[config.mk]
export PLATFORM = sky130hd
export DESIGN_NAME = taxi_fare_calc
export DESIGN_NICKNAME = d
export VERILOG_FILES = /design/src/rtl/taxi_fare_calc.sv
export SDC_FILE = /design/constraint.sdc
export NUM_CORES = 1
export LEC_CHECK = 0
export ABC_AREA = 1
export BUFFER_PORTS_ARGS = -buffer_cell sky130_fd_sc_hd__buf_2
export CAP_MARGIN = 20
export CORE_MARGIN = 2
export CORE_UTILIZATION = 60
export CTS_BUF_LIST = sky130_fd_sc_hd__clkbuf_8
export CTS_CLUSTER_SIZE = 10
export DETAILED_ROUTE_END_ITERATION = 8
export PLACE_DENSITY = 0.87
export SYNTH_ARGS = -nofsm -noshare
export SYNTH_HDL_FRONTEND = slang
export SYNTH_SLANG_ARGS = --single-unit
[constraint.sdc]
create_clock -name clk_50m -period 7.45 [get_ports clk_50m]
set_input_delay 1.1175 -clock clk_50m [delete_from_list [all_inputs] [get_ports clk_50m]]
set_output_delay 1.1175 -clock clk_50m [all_outputs]
set_load 0.005 [all_outputs]
[src/rtl/taxi_fare_calc.sv]
// Taxi meter core: synchronizes the meter switch and wheel sensor, counts
// distance in 0.1 km BCD steps and accumulates a BCD fare from distance
// and waiting-time charges. Both fields saturate at 999.9.
module taxi_fare_calc #(
  parameter int          PULSES_PER_STEP = 10,
  parameter logic [15:0] BASE_FARE       = 16'h0100,
  parameter int          BASE_STEPS      = 30,
  parameter int          STEP_FARE       = 2,
  parameter int          IDLE_CYCLES     = 250_000_000,
  parameter int          WAIT_UNIT       = 500_000_000,
  parameter int          WAIT_FARE       = 1
) (
  input  logic        clk_50m,
  input  logic        rst_n,
  input  logic        sw_start,
  input  logic        pulse_in,
  output logic [15:0] fare_bcd,
  output logic [15:0] dist_bcd,
  output logic [1:0]  state,
  output logic        sat
);

  // Counters hold 0..PARAM-1 and clear on reaching PARAM, so clog2 bits suffice.
  localparam int PCNT_W = (PULSES_PER_STEP > 1) ? $clog2(PULSES_PER_STEP) : 1;
  localparam int ICNT_W = (IDLE_CYCLES > 1)     ? $clog2(IDLE_CYCLES)     : 1;
  localparam int WCNT_W = (WAIT_UNIT > 1)       ? $clog2(WAIT_UNIT)       : 1;

  localparam logic [PCNT_W-1:0] PCNT_LAST = PCNT_W'(PULSES_PER_STEP - 1);
  localparam logic [ICNT_W-1:0] ICNT_LAST = ICNT_W'(IDLE_CYCLES - 1);
  localparam logic [WCNT_W-1:0] WCNT_LAST = WCNT_W'(WAIT_UNIT - 1);

  localparam logic [3:0] STEP_DIGIT = 4'(STEP_FARE);
  localparam logic [3:0] WAIT_DIGIT = 4'(WAIT_FARE);

  // Binary-to-BCD for elaboration-time constants; clamps at 9999.
  function automatic logic [15:0] to_bcd16(input int value);
    int v;
    logic [15:0] r;
    v = (value > 9999) ? 9999 : ((value < 0) ? 0 : value);
    r = '0;
    for (int i = 0; i < 4; i++) begin
      r[i*4 +: 4] = 4'(v % 10);
      v = v / 10;
    end
    return r;
  endfunction

  // BASE_STEPS in BCD so it can be compared directly with the BCD distance;
  // BCD ordering of equal-width fields matches numeric ordering.
  localparam logic [15:0] BASE_STEPS_BCD = to_bcd16(BASE_STEPS);

  // Adds one digit (0..9) to the lowest BCD digit with ripple carry through
  // all four digits. Bit 16 of the result is the carry out of the top digit.
  function automatic logic [16:0] bcd_add(input logic [15:0] a, input logic [3:0] d);
    logic [4:0]  t;
    logic        c;
    logic [15:0] s;
    c = 1'b0;
    s = '0;
    for (int i = 0; i < 4; i++) begin
      t = {1'b0, a[i*4 +: 4]} + ((i == 0) ? {1'b0, d} : 5'd0) + {4'd0, c};
      if (t > 5'd9) begin
        s[i*4 +: 4] = 4'(t - 5'd10);
        c = 1'b1;
      end else begin
        s[i*4 +: 4] = t[3:0];
        c = 1'b0;
      end
    end
    return {c, s};
  endfunction

  typedef enum logic [1:0] {
    S_IDLE = 2'b00,
    S_RUN  = 2'b01,
    S_WAIT = 2'b10,
    S_HOLD = 2'b11
  } state_t;

  state_t            r_state;
  logic              r_start_s1, r_start_s2, r_start_d;
  logic              r_pulse_s1, r_pulse_s2, r_pulse_d;
  logic [1:0]        r_fill;
  logic [PCNT_W-1:0] r_pcnt;
  logic [ICNT_W-1:0] r_idle;
  logic [WCNT_W-1:0] r_wait;
  logic [15:0]       r_fare;
  logic [15:0]       r_dist;
  logic              r_sat;

  logic        w_edge;
  logic        w_start_rise;
  logic        w_active;
  logic        w_step;
  logic        w_dist_ge_base;
  logic        w_wait_due;
  logic        w_fare_add;
  logic [3:0]  w_fare_digit;
  logic [16:0] w_fare_sum;
  logic [16:0] w_dist_sum;

  assign fare_bcd = r_fare;
  assign dist_bcd = r_dist;
  assign state    = r_state;
  assign sat      = r_sat;

  // Edge detection and selection of the single fare increment for this clock.
  always_comb begin
    w_edge = r_pulse_s2 & ~r_pulse_d;
    // r_start_d only holds a real sample once the synchronizer has refilled
    // after reset, so a switch already high at reset release is not an edge.
    w_start_rise   = r_start_s2 & ~r_start_d & (r_fill == 2'd3);
    w_active       = ((r_state == S_RUN) || (r_state == S_WAIT)) && r_start_s2;
    w_step         = w_edge && (r_pcnt == PCNT_LAST);
    w_dist_ge_base = (r_dist >= BASE_STEPS_BCD);
    w_wait_due     = (r_wait == WCNT_LAST);
    w_fare_add     = 1'b0;
    w_fare_digit   = 4'd0;
    if (w_active) begin
      if (w_step && w_dist_ge_base) begin
        // Post-increment distance exceeds BASE_STEPS iff the current one reaches it.
        w_fare_add   = 1'b1;
        w_fare_digit = STEP_DIGIT;
      end else if (!w_edge && (r_state == S_WAIT) && w_wait_due) begin
        // A wheel edge in the same clock wins and the wait charge is dropped.
        w_fare_add   = 1'b1;
        w_fare_digit = WAIT_DIGIT;
      end
    end
    w_fare_sum = bcd_add(r_fare, w_fare_digit);
    w_dist_sum = bcd_add(r_dist, 4'd1);
  end

  // Synchronizers, trip FSM, counters and the BCD fare/distance registers.
  always_ff @(posedge clk_50m or negedge rst_n) begin
    if (!rst_n) begin
      r_state    <= S_IDLE;
      r_start_s1 <= 1'b0;
      r_start_s2 <= 1'b0;
      r_start_d  <= 1'b0;
      r_pulse_s1 <= 1'b0;
      r_pulse_s2 <= 1'b0;
      r_pulse_d  <= 1'b0;
      r_fill     <= 2'd0;
      r_pcnt     <= '0;
      r_idle     <= '0;
      r_wait     <= '0;
      r_fare     <= '0;
      r_dist     <= '0;
      r_sat      <= 1'b0;
    end else begin
      r_start_s1 <= sw_start;
      r_start_s2 <= r_start_s1;
      r_start_d  <= r_start_s2;
      r_pulse_s1 <= pulse_in;
      r_pulse_s2 <= r_pulse_s1;
      r_pulse_d  <= r_pulse_s2;
      if (r_fill != 2'd3) r_fill <= r_fill + 2'd1;

      case (r_state)
        S_IDLE, S_HOLD: begin
          if (w_start_rise) begin
            r_state <= S_RUN;
            r_fare  <= BASE_FARE;
            r_dist  <= '0;
            r_sat   <= 1'b0;
            r_pcnt  <= '0;
            r_idle  <= '0;
            r_wait  <= '0;
          end
        end
        S_RUN, S_WAIT: begin
          if (!r_start_s2) begin
            // Switch off freezes the meter; a wheel edge in this clock is ignored.
            r_state <= S_HOLD;
          end else if (w_edge) begin
            r_state <= S_RUN;
            r_idle  <= '0;
            r_wait  <= '0;
            if (w_step) begin
              r_pcnt <= '0;
              if (w_dist_sum[16]) begin
                r_dist <= 16'h9999;
                r_sat  <= 1'b1;
              end else begin
                r_dist <= w_dist_sum[15:0];
              end
            end else begin
              r_pcnt <= r_pcnt + 1'b1;
            end
          end else if (r_state == S_RUN) begin
            if (r_idle == ICNT_LAST) begin
              r_state <= S_WAIT;
              r_idle  <= '0;
              r_wait  <= '0;
            end else begin
              r_idle <= r_idle + 1'b1;
            end
          end else begin
            if (w_wait_due) r_wait <= '0;
            else            r_wait <= r_wait + 1'b1;
          end

          if (w_fare_add) begin
            if (w_fare_sum[16]) begin
              r_fare <= 16'h9999;
              r_sat  <= 1'b1;
            end else begin
              r_fare <= w_fare_sum[15:0];
            end
          end
        end
        default: r_state <= S_IDLE;
      endcase
    end
  end

endmodule

# Yosys cells after proc, flatten, opt, wreduce, memory -nomap -nowiden
# Cells that the tools add are included.
# totals
inputBits	4
output_inout_bits	35
ff_bits	104
wordCells	145
# op_classes
n_lt_le_gt_ge	9
n_reduce_logical	16
add_sub_neg	20
muxes	64
bitwise	5
n_eq_ne	17
# ops
op	n
$mux W29	6
$mux W28	5
$mux W16	8
$pmux W16 S2	2
$pmux W29 S2	1
$pmux W28 S2	1
$mux W4	12
$gt A5 B4 Y1 const B	8
$sub A4 B4 Y4 const B	8
$add A4 B1 Y5	6
$add A29 B1 Y29 const B	1
$eq A29 B29 Y1 const B	1
$add A28 B1 Y28 const B	1
$eq A28 B28 Y1 const B	1
$mux W1	19
$ge A16 B6 Y1 const B	1
$mux W2	7
$ne A2 B2 Y1 const B	6
$ne A4 B4 Y1 const B	3
$reduce_and A3 Y1	4
$pmux W4 S2	1
$eq A2 B2 Y1 const B	3
$add A4 B1 Y5 const B	1
$add A4 B2 Y5	1
other kinds (16)	24

# Depth between registers and ports, before layout
# logic_depth
ltp_word	23
ltp_mapped	39
ltp_nobuf	39

# Worst setup path after synthesis
# Ideal clock, no wire load.
# synth_path
path_type	reg2reg
from	register r_state[0], in the netlist state[0]
to	register r_fare[13], in the netlist fare_bcd[13]
path_slack_ns	2.115
period_less_slack_ns	5.335
required_ns	7.384
t_arrival_ns	5.269
setup_time_ns	0.066
stages_incl_launch_ff	36
cell_sequence	dfrtp_1 > inv_1 > ha_1 > nor2_1 > nand4_2 > inv_1 > ha_1 > inv_1 > fa_1 > nand2_1 > nand2_1 > inv_1 > nand2_1 > nand3_1 > nand2_1 > ha_1 > ha_1 > xnor2_1 > nand2_1 > nand2_1 > nand2_1 > ha_1 > ha_1 > xnor2_1 > nand2_1 > nand2_1 > nand2_1 > ha_1 > ha_1 > xnor2_1 > nand2_1 > a21oi_1 > nand2_1 > nor2_1 > nand3_1 > nand2_1
# synth_between
elab_chain_len	21
# synth_rtl
element	line_no	text
start: declaration	80	state_t r_state;
start signal: assignment	137	r_state <= S_IDLE;
start signal: assignment	163	r_state <= S_RUN;
start signal: assignment	175	r_state <= S_HOLD;
$eq A2 B2 Y1	113, 124, 160	
$logic_and A1 B1 Y1 (2 in series)	124	end else if (!w_edge && (r_state == S_WAIT) && w_wait_due) begin
$mux W1	124	
$mux W2	120	if (w_step && w_dist_ge_base) begin
$mux W2	119	if (w_active) begin
$add A4 B2 Y5	61	t = {1'b0, a[i*4 +: 4]} + ((i == 0) ? {1'b0, d} : 5'd0) + {4'd0, c};
$gt A5 B4 Y1	62	if (t > 5'd9) begin
$mux W1	62	
(+4 left out)	-	
$gt A5 B4 Y1	62	
$mux W1	62	
$add A4 B1 Y5	61	
$sub A4 B4 Y4 or $gt A5 B4 Y1 (tied branches)	63, 62	
$mux W4 or $mux W1 (tied branches)	62	
$mux W16	205	if (w_fare_sum[16]) begin
$mux W16	204	if (w_fare_add) begin
$pmux W16 S2	160	case (r_state)
end signal: assignment	209	r_fare <= w_fare_sum[15:0];
end: declaration	87	logic [15:0] r_fare;
# Parallel ways exist; a longest one is shown, timed or not. The select of a mux whose other input is x is not followed.
# A chain may end at the register's enable or synchronous reset.

# Worst setup path in the final report
# layout_path
from	register r_state[0], in the netlist state[0]
to	register r_fare[14], in the netlist fare_bcd[14]
# Same word-level chain as after synthesis.

==> out/metrics.yaml <==
status: "finished with violations"
violations: "DRC"
hold_buffers: 0
swShare_pct: 44.6
drive_gt1_share_pct: 7.36
p_per_area_nw_per_um2: 217
clk_pin_slew_ps: 110
cts_setup_buffers: 0
pwr-share-comb_pct: 38.0
instances_no_fill: 1230
tightest_slew_ps: 801
crit_family: "simple AND/OR/NAND/NOR gates"
cts_buffer_depth: 2
switchingPower_mw: 0.737
setup_viol: 0
grt_start_max_net_pins: 62
ys_seq_area_share_pct: 36.5
numCtsBuffers: 9
avgViaCountPerCell: 5.61
routabilityCongestion: 0.970
clkLatencyLatePin_ps: 410
drt_iter0_markers: 769
synth_area_leaders: "dfrtp_1, nand2_1, nand3_1, nor2_1, inv_1"
die_h_um: 113
cpPeakStageDelay_ps: 510
route.vias.total: 6896
syn_area_per_cell_um2: 6.78
synthesis.area_um2: 7120
fp.dieW_um: 113
yosysWarningCount: 0
dpl.cell_count: 1214
cp-start-kind: "flip-flop"
rsz0062_at_grt: "no"
clkSinkCount: 104
drc_errors: 3
fin_worst_skew_ps: 14.2
initial_core_util_pct: 61.8
finalSetupTns_ps: 0
synth.distinct_cells: 39
grt_pass1_wl_um: 29600
clockRootBuffer: "clkbuf_8"
rows: 39
crit_type: "flip-flop to flip-flop"
hold_viol: 0
fmax_ghz: 0.153
drv_slew: 0
layout_min_cycle_time_ps: 6520
fin_nets: 1118
vdd_drop_max_uv: 171
finalWirelength_um: 17000
yosysTopAreaCellShare_pct: 36.5
wl_per_cell_um: 13.8
antenna_cells: 0
power_frac_seq_pct: 38.4
end_kind: "flip-flop"
antenna_left: 0
grt_pass1_vias: 6425
grt.total_usage_pct: 28.2
critPathSlowestCell: "fa_1"
core_area_um2: 11500
ys_ff_latch: 104
critPathRequiredTime_ps: 7790
fill_cells: 1017
cap_viol_max_count: 0
p_clk_share_pct: 23.6
finalCritPeriodShare_pct: 87.5
dp_hpwl_um: 12200
synth_top_cell_by_area: "dfrtp_1"
p_int_mw: 0.914
slew_headroom_pct: 46.4
cts_tree: "done"
post_cts_resized: 0
h-tree-depth: 3
antenna_found_initial: 0
io_pins: 39
crit_arrival_ps: 6860
placement.io_buffers: 38
drt_pass1_iterations: 7
crit_buf_inv: 3
syn-num-nets: 1087
fp.dieArea_um2: 12800
cpMostUsedCell: "nand2_1"
area_delta_synth_final_pct: 6.71
overflow: 0
synth_cells: 1051
worstHoldPathType: "flip-flop to flip-flop"
p_leak_nw: 3.82
critPathMaxFanout: 21
routing by layer:
layer / track usage (%) / routed length (um) / vias to the layer above
met2: 44.2 / 7790 / 257
met5: 0 / 0 / -
met4: 9.27 / 258 / 0
li1: - / - / 3430
met1: 38.9 / 7610 / 3179
met3: 6.80 / 1320 / 30
synth_stat cells (all sizes together):
library cell,number
fa,1
o211ai,2
xnor2,11
a31oi,1
o21bai,3
nand3b,4
mux2,2
nor2,157
nand2,314
clkbuf,4
o22ai,4
nand4,28
ha,31
dfrtp,104
inv,134
nor3,26
a21oi,19
o21ai,48
nor4,1
nand3,124
buf,15
xor2,14
and2,1
nor3b,3
kinds of logic after synthesis:
family / after synthesis / share of synthesized area [%]
DFF: 104 / 36.5
adders and majority gates: 32 / 5.73
AOI/OAI and AO/OA: 77 / 5.73
buffers and inverters: 153 / 8.72
xor gates and xnor gates: 25 / 3.08
muxes: 2 / 0.316
and+or+nand+nor: 658 / 39.9
metrics by stage:
stage	hold WS, ps	setup WS, ps	total power, mW	util [%]	instance area [um^2]
6_report	356	933	1.65	66.0	7600
4_1_cts	360	1030	1.65	66.0	7600
3_3_place_gp	335	1420	1.25	64.1	7380
3_5_place_dp	335	1090	1.27	64.1	7380
2_1_floorplan	331	2120	1.12	-	7120
5_1_grt	386	364	1.77	66.0	7600
path summary, 6_finish.rpt:
| kind | from | endpoint | slack [ps] | cells after the start |
|---|---|---|---|---|
| max | state[0] | fare_bcd[14] | 930 | 33 |
| min | r_pulse_s1 | r_pulse_s2 | 360 | 0 |
| max reg2reg | state[0] | fare_bcd[14] | 930 | 33 |
| min reg2reg | r_pulse_s1 | r_pulse_s2 | 360 | 0 |
| max in group asynchronous | rst_n | r_wait[18] | 5580 | 2 |
| min in group asynchronous | rst_n | r_idle[14] | 700 | 1 |
registers in the layout, indices dropped and copies added, names as in the netlist:
| register | count |
|---|---|
| r_pulse_s2 | 1 |
| r_start_d | 1 |
| r_pcnt | 4 |
| r_wait | 29 |
| sat | 1 |
| r_pulse_s1 | 1 |
| r_start_s1 | 1 |
| r_idle | 28 |
| fare_bcd | 16 |
| r_fill | 2 |
| dist_bcd | 16 |
| r_pulse_d | 1 |
| r_start_s2 | 1 |
| state | 2 |
final cells by class:
type                       count  area, um^2  area share (%)
clock buffer                  11         151            1.99
clock inverter                 5        62.6           0.823
inverter                     134         505            6.65
multi-input combinational    794        3900            51.3
sequential                   104        2600            34.3
tap                          143         179            2.35
timing repair buffer          39         200            2.63
power groups by stage:
| stage | logic (mW) | registers [mW] | clock network [mW] |
|---|---|---|---|
| 2_1_floorplan | 0.484 | 0.638 | 0 |
| 3_3_place_gp | 0.611 | 0.641 | 0 |
| 3_5_place_dp | 0.624 | 0.644 | 0 |
| 4_1_cts | 0.625 | 0.633 | 0.397 |
| 5_1_grt | 0.707 | 0.638 | 0.421 |
| 6_report | 0.628 | 0.634 | 0.389 |
layout by cell type (no fill, tap or decap), types with 2 or more instances in the layout:
master      synthesis  final
nand4_1            27     27
nor2_4              3      3
nand2_2             5      5
o22ai_1             4      4
buf_2               8     37
inv_2               4      4
nand2_1           308    308
nand3b_1            4      4
ha_1               31     31
buf_4               3      2
clkbuf_8            0     11
inv_6               0      2
clkinvlp_4          0      2
nor2_2              4      4
xor2_1             14     14
o21ai_1             3      3
mux2_2              2      2
nand3_1           122    122
nor3_1             25     25
o21bai_1            3      3
a21oi_1            18     18
nor3b_1             3      3
dfrtp_1           104    104
o21ai_0            45     45
nor2_1            150    150
xnor2_1            11     11
o211ai_1            2      2
inv_1             129    129
No activity file was read; power rests on OpenSTA's default activity.
